### src/rtl/blink_pkg.sv
// Shared definitions for the blinker front end: widths and FSM state names.
package blink_pkg;

  localparam int BLINK_WIDTH = 16;
  localparam int BLINK_PRE_W = 8;

  typedef enum logic [1:0] {
    IDLE  = 2'd0,
    RUN   = 2'd1,
    PAUSE = 2'd2,
    STEP  = 2'd3
  } blink_state_t;

endpackage

### src/rtl/blink_prescaler.sv
// Programmable prescaler: raises fire once every prescale+1 running cycles.
// The compare is done against the live prescale value so that lowering it
// mid-run fires immediately instead of waiting for a wrap of pre_cnt.
module blink_prescaler
  import blink_pkg::*;
#(
  parameter int PRE_W = BLINK_PRE_W
) (
  input  logic             clk,
  input  logic             rst_n,
  input  logic             run,
  input  logic             clear,
  input  logic [PRE_W-1:0] prescale,
  output logic             fire
);

  logic [PRE_W-1:0] pre_cnt;

  assign fire = run && (pre_cnt >= prescale);

  // Phase counter: cleared by loads, advances only while running, otherwise holds.
  always_ff @(posedge clk) begin
    if (!rst_n) begin
      pre_cnt <= '0;
    end else if (clear) begin
      pre_cnt <= '0;
    end else if (run) begin
      if (fire) begin
        pre_cnt <= '0;
      end else begin
        pre_cnt <= pre_cnt + PRE_W'(1);
      end
    end
  end

endmodule

### src/rtl/blink_counter.sv
// Running count and phase offset source for the blinker, with run/pause/step
// control, a host load port and per-increment tick/wrap pulses.
module blink_counter
  import blink_pkg::*;
#(
  parameter int WIDTH = BLINK_WIDTH,
  parameter int PRE_W = BLINK_PRE_W
) (
  input  logic             clk,
  input  logic             rst_n,
  input  logic             ena,
  input  logic             start,
  input  logic             stop,
  input  logic             step,
  input  logic [PRE_W-1:0] prescale,
  input  logic             load_valid,
  output logic             load_ready,
  input  logic [WIDTH-1:0] load_count,
  input  logic [WIDTH-1:0] load_offset,
  output logic [WIDTH-1:0] current_count,
  output logic [WIDTH-1:0] offset,
  output logic             tick,
  output logic             wrap,
  output logic [1:0]       state
);

  localparam logic [1:0] ST_IDLE  = IDLE;
  localparam logic [1:0] ST_RUN   = RUN;
  localparam logic [1:0] ST_PAUSE = PAUSE;
  localparam logic [1:0] ST_STEP  = STEP;

  logic [1:0]       state_q;
  logic [1:0]       state_d;
  logic [WIDTH-1:0] count_q;
  logic [WIDTH-1:0] offset_q;
  logic [WIDTH-1:0] count_inc;
  logic             tick_q;
  logic             wrap_q;
  logic             idle_or_pause;
  logic             handshake;
  logic             pre_run;
  logic             fire;
  logic             incr;

  // Loads are only accepted while the count is parked, so they never race an increment.
  assign idle_or_pause = (state_q == ST_IDLE) || (state_q == ST_PAUSE);
  assign load_ready    = ena && idle_or_pause;
  assign handshake     = load_valid && load_ready;

  // A stop in RUN takes effect at the same edge, so the prescaler must not advance then.
  assign pre_run   = ena && (state_q == ST_RUN) && !stop;
  assign incr      = (pre_run && fire) || (ena && (state_q == ST_STEP));
  assign count_inc = count_q + WIDTH'(1);

  blink_prescaler #(
    .PRE_W (PRE_W)
  ) u_prescaler (
    .clk      (clk),
    .rst_n    (rst_n),
    .run      (pre_run),
    .clear    (handshake),
    .prescale (prescale),
    .fire     (fire)
  );

  // Next-state logic: stop beats step beats start; a same-cycle load cancels a step.
  always_comb begin
    state_d = state_q;
    case (state_q)
      ST_IDLE, ST_PAUSE: begin
        if (!stop) begin
          if (step) begin
            if (!handshake) begin
              state_d = ST_STEP;
            end
          end else if (start) begin
            state_d = ST_RUN;
          end
        end
      end
      ST_RUN: begin
        if (stop) begin
          state_d = ST_PAUSE;
        end
      end
      ST_STEP: begin
        state_d = ST_PAUSE;
      end
      default: begin
        state_d = ST_IDLE;
      end
    endcase
  end

  // State, count, offset and pulse registers; everything freezes while ena is low.
  always_ff @(posedge clk) begin
    if (!rst_n) begin
      state_q  <= ST_IDLE;
      count_q  <= '0;
      offset_q <= '0;
      tick_q   <= 1'b0;
      wrap_q   <= 1'b0;
    end else if (ena) begin
      state_q <= state_d;
      if (handshake) begin
        count_q  <= load_count;
        offset_q <= load_offset;
      end else if (incr) begin
        count_q <= count_inc;
      end
      tick_q <= incr;
      wrap_q <= incr && (count_inc == '0);
    end
  end

  assign current_count = count_q;
  assign offset        = offset_q;
  assign tick          = tick_q && ena;
  assign wrap          = wrap_q && ena;
  assign state         = state_q;

endmodule

### config.mk
export PLATFORM = sky130hd
export DESIGN_NAME = blink_counter
export DESIGN_NICKNAME = d
export VERILOG_FILES = /design/src/rtl/blink_pkg.sv /design/src/rtl/blink_prescaler.sv /design/src/rtl/blink_counter.sv
export SDC_FILE = /design/constraint.sdc
export NUM_CORES = 1
export LEC_CHECK = 0
export ABC_CLOCK_PERIOD_IN_PS = 2300
export BUFFER_PORTS_ARGS = -buffer_cell sky130_fd_sc_hd__buf_2
export CORE_ASPECT_RATIO = 0.5
export CORE_MARGIN = 10
export CORE_UTILIZATION = 51
export DETAILED_ROUTE_END_ITERATION = 6
export PLACE_DENSITY = 0.8
export REMOVE_ABC_BUFFERS = 1
export SKIP_LAST_GASP = 1
export SLEW_MARGIN = 20
export SYNTH_ARGS = -nofsm -noshare
export SYNTH_HDL_FRONTEND = slang
export SYNTH_SLANG_ARGS = --single-unit
### constraint.sdc
create_clock -name clk -period 2.3 [get_ports clk]
set_clock_uncertainty 0.05 [all_clocks]
set_input_delay 0.23 -clock clk [delete_from_list [all_inputs] [get_ports clk]]
set_output_delay 0.23 -clock clk [all_outputs]
set_load 0.02 [all_outputs]
**Word-level counts from Yosys, hierarchy flattened**

Index checks and enable logic that the tools add are counted.

- Reduce and logical (&&, ||, !) cells: 21
- $add $sub $neg: 2
- Order comparisons: 1
- Mux-type cells: 9
- Bitwise logic cells: 1
- Equality and inequality tests: 7

Operator list:

| kind | count |
|---|---|
| 16-bit 2-to-1 mux | 2 |
| 16-bit by 1-bit adder with 16-bit output (second input constant) | 1 |
| 16-bit zero test | 1 |
| 1-bit logical AND | 10 |
| 2-bit 2-to-1 mux | 5 |
| 8-bit by 1-bit adder with 8-bit output (second input constant) | 1 |
| 8-bit greater-or-equal comparator | 1 |
| 8-bit 2-to-1 mux | 1 |
| 3-bit inequality test (second input constant) | 2 |
| 2-bit one-hot mux with 3 select lines | 1 |
| 5-bit AND reduction | 1 |
| 2-bit equality test (second input constant) | 2 |
| 2-bit inequality test (second input constant) | 2 |
| 2-bit AND reduction | 2 |
| 2-bit OR reduction | 2 |
| 2-bit by 1-bit equality test with 1-bit output (second input constant) | 1 |
| 2-bit zero test | 1 |
| 1-bit logical OR | 2 |
| 2-bit nonzero test | 1 |
| 1-bit zero test | 1 |
| 1-bit NOT | 1 |

- Register bits: 44
- Logic and storage cells: 47
- Output and inout bits: 37

**Depth between registers and ports, before layout**

- Word-level depth: 8
- Gate-level depth with buffers: 9
- Gate-level depth less buffers: 7

**By module**

A second synthesis with hierarchy kept.

- Cells, all modules: 296
- Area, all modules: 2407.3 µm²

Modules (own cells, without submodules):

| module | instances | sequential area each (µm²) | cells each | area each (µm²) |
|---|---|---|---|---|
| blink_counter | 1 | 720.7 | 233 | 1815.5 |
| blink_prescaler | 1 | 160.2 | 63 | 591.8 |

**Worst setup path after synthesis**

Ideal clock, no wire load.

- Path kind: register -> register
- From: register count_q[0] (netlist: current_count[0])
- To: register wrap_q
- Path slack: 0.215 ns
- Period minus slack after synthesis: 2.085 ns
- Buffers on the path: 0
- Data arrival time: 1.960 ns
- Library setup time: 0.074 ns
- Data required time: 2.176 ns
- Stages on the path, launching flop included: 7
- Cells stage by stage: dfxtp_1 -> ha_1 -> nand3_1 -> nor3_1 -> a31oi_1 -> or4_1 -> o21ai_0

- Cells in the longest elaborated chain, start to end: 3

RTL lines:

| element | line | source |
|---|---|---|
| from (decl) | blink_counter.sv:34 | `logic [WIDTH-1:0] count_q;` |
| from (signal assigned) | blink_counter.sv:106 | `count_q <= load_count;` |
| from (signal assigned) | blink_counter.sv:109 | `count_q <= count_inc;` |
| 16-bit by 1-bit adder with 16-bit output | blink_counter.sv:53 | `assign count_inc = count_q + WIDTH'(1);` |
| 16-bit zero test | blink_counter.sv:112 | `wrap_q <= incr && (count_inc == '0);` |
| 1-bit logical AND | blink_counter.sv:112 |  |
| to (signal assigned) | blink_counter.sv:112 |  |
| to (decl) | blink_counter.sv:38 | `logic wrap_q;` |

No other way between the ends.
A chain may end at the register's enable or synchronous reset.

**Worst setup path after layout**

- From: register u_prescaler.pre_cnt[0]
- To: register count_q[1] (netlist: current_count[1])

- Cells in the longest elaborated chain, start to end: 6

RTL lines:

| element | line | source |
|---|---|---|
| from (decl) | blink_prescaler.sv:17 | `logic [PRE_W-1:0] pre_cnt;` |
| from (signal assigned) | blink_prescaler.sv:31 | `pre_cnt <= pre_cnt + PRE_W'(1);` |
| 8-bit greater-or-equal comparator | blink_prescaler.sv:19 | `assign fire = run && (pre_cnt >= prescale);` |
| 1-bit logical AND | blink_prescaler.sv:19 |  |
| 1-bit logical AND | blink_counter.sv:52 | `assign incr = (pre_run && fire) \|\| (ena && (state_q == ST_STEP));` |
| 1-bit logical OR | blink_counter.sv:52 |  |
| 2-bit nonzero test (no line) | n/a |  |
| 2-bit AND reduction (no line) | n/a |  |

No other way between the ends.

==> reports/metrics.yaml <==
period_share: 0.9560
dp_hpwl_um: 5515
worstMarginPinSlew_ps: 478.1
io-pin-count: 84
clk_pin_slew_ps: 80
ir_drop_uv: 293.3
postSynthCellCount: 341
design_area_um2: 3233
async_flop_share: 0
required_ps: 2470
setup_tns_ps: 0
grt_max_degree: 51
clock_path_buffers: 2
r2r_end: "current_count[1]"
cpMaxStageDelayCell: "a2111oi_1"
grt_overflow_total: 0
worst_setup_path_end_kind: "flop"
reg2reg_setup_slack_ps: 100
grt_setup_unrepaired: "yes"
fmax_mhz: 454.8
arrival_ps: 2370
place_area_um2: 3087
total_power_mw: 1.803
slew-limit-headroom: 0.6804
drive_above_1_share: 0.2727
drv_slew: 0
rr_startpoint: "u_prescaler.pre_cnt[0]"
antenna_found_initial: 0
startpoint_type: "flop"
fillers: 400
initialDrtViolationCount: 251
cts-buffers-inserted: 5
grtUsageTotal: 0.1717
first_global_vias: 2731
synth_commonest_cells: "73 x nand2_1, 44 x dfxtp_1, 25 x a21oi_1"
synth_top_cell_by_area: "dfxtp_1"
netlist.area_leader.share: 0.3383
yosysMostFrequentCell: "nand2_1"
p_leak_nw: 1.386
n_antenna_cell: 0
synthTopCellsByArea: "dfxtp_1 34%, nand2_1 11%, a21oi_1 4.8%"
multi_input_area_um2: 1573
fp.dieW_um: 121.1
cp-startpoint: "u_prescaler.pre_cnt[0]"
crit_end: "current_count[1]"
routed_wl_um: 7587
final_antenna_net_count: 0
netlist_area_um2: 2604
cts_tree: "done"
die_height_um: 70.53
synth_edf_count: 0
slowest_delay_ps: 510
final_core_util: 0.6555
area_growth_pct: 24.17
vias: 2750
yosysSeqAreaShare: 0.3383
fin_crit_ps: 2199
worstPathMaxFanout: 13
place_congestion: 0.8783
syn_avg_cell_area_um2: 7.636
cts.sinks: 44
max_cap_viol_count: 0
setup_violations: 0
worst-setup-path-type: "flop to flop"
synth_ff_type: "dfxtp_1"
initial_core_util: 0.5279
grt_first_pass_wirelength_um: 12560
root_buffer: "clkbuf_8"
portBuffers: 83
holdPathStages: 3
core_area_um2: 4932
power_density_nw_per_um2: 557.6
dieArea_um2: 8537
std_cell_rows: 18
first_pass_iters: 4
ys_types: 50
yosys_warnings: 0
reg2reg_depth: 7
ys_seq_elements: 44
outcome: "complete, no violations"
regArea_um2: 880.8
vias_per_cell: 5.635
crit_chain: "inv_1 > ha_1 > nand2b_1 > a2111oi_1 > or4_4 > and3_4 > mux2i_1"
nets: 475
wl_per_cell_um: 15.55
clkLatencyLatePin_ps: 300
min_path_type: "input port to flop"
cts_hold_buffers: 0
finalHoldViolations: 0
drc_errors: 0
ctsHtreeMaxLevel: 2
final cells by class:
cell class | instances | area share
multi-input cells | 261 | 0.4865
flip-flops and latches | 44 | 0.2724
repair buffers | 96 | 0.1625
well taps | 70 | 0.02709
clock buffers | 5 | 0.02128
clock inverters | 2 | 0.01858
inverters | 10 | 0.01161
routing by layer:
layer  vias to the layer above  GRT usage  wire length, um  part of all wire
met1                      1249     0.1950             3111              0.41
met3                         9    0.06576              795              0.10
met5                         -          0                0                 0
met2                       108     0.2947             3641              0.48
li1                       1384          -                -                 -
met4                         0    0.04787               39            0.0051
per-stage QoR:
stage / setup slack [ps] / hold WS, ps / instances
2_1_floorplan: 93.72 / 297.5 / 315
4_1_cts: 86.16 / 106.0 / 487
6_report: 101.2 / 107.5 / 488
3_5_place_dp: 75.24 / 396.9 / 480
5_1_grt: -63.57 / 105.8 / 488
3_3_place_gp: 256.9 / 388.6 / 480
how the worst min path moves through the flow:
stage | to | startpoint
after floorplan | tick_q | rst_n
after global placement | offset[10] | offset[10]
after detailed placement | offset[8] | offset[8]
after CTS | offset[5] | load_offset[5]
after global routing | offset[7] | load_offset[7]
final | offset[5] | load_offset[5]
sequential cells by signal, indices dropped and copies added (netlist names):
register,cells
current_count,16
offset,16
state,2
tick_q,1
u_prescaler.pre_cnt,8
wrap_q,1
worst max-delay path, delay by kind of cell, from the launching register on:
| kind | cells | cell delay (ps) |
|---|---|---|
| AND/OR/NAND/NOR | 3 | 710 |
| buffers and inverters | 1 | 40 |
| AO/OA/AOI/OAI | 1 | 510 |
| adder cells (fa/ha/maj) | 1 | 250 |
| flip-flops | 1 | 340 |
| multiplexers | 1 | 210 |
logic make-up (layout without fill, tap and decap cells):
logic type	count (synthesis)	count (layout)	share of synthesized area
compound gates	79	79	0.2153
xor+xnor	9	9	0.03027
fa+ha+maj	10	10	0.04805
buf+inv	36	113	0.06150
flops	44	44	0.3383
mux	3	3	0.01153
simple gates	160	160	0.2950
cells in the final DEF, fill, tap and decap left out, types with 2 or more instances in the layout:
master and n:
and2_1 3, nand4_1 9, o21a_1 3, buf_2 83, nand2_1 73, or3_1 6
nor3_1 3, o21ai_0 5, o211ai_1 3, nor4_1 7, o32ai_1 3, ha_1 10
clkbuf_8 5, mux2i_1 3, a31oi_1 11, o32ai_2 4, bufinv_16 2, a21oi_1 25
a32oi_1 5, nand3b_1 4, a31o_2 2, o31ai_1 3, nor2_1 23, buf_4 12
dfxtp_1 44, a22oi_1 3, nand3_1 16, xnor2_1 5, nor2b_1 2, and3_1 4
o22ai_1 4, a32o_1 2, inv_1 9, xor2_1 4
report_power, final:
| group | leakage (nW) | internal [mW] | switching (mW) |
|---|---|---|---|
| sequential | 0.358 | 0.789 | 0.0298 |
| clock | 0.0642 | 0.428 | 0.266 |
| combinational | 0.964 | 0.120 | 0.170 |
| total | 1.39 | 1.34 | 0.466 |
repair_timing:
item / CTS / global route
setup buffers: 0 / 1
setup endpoints to repair: 0 / 22
hold endpoints to repair: 0 / 0
resized for setup: 0 / 3
(Power assumes the default switching activity.)
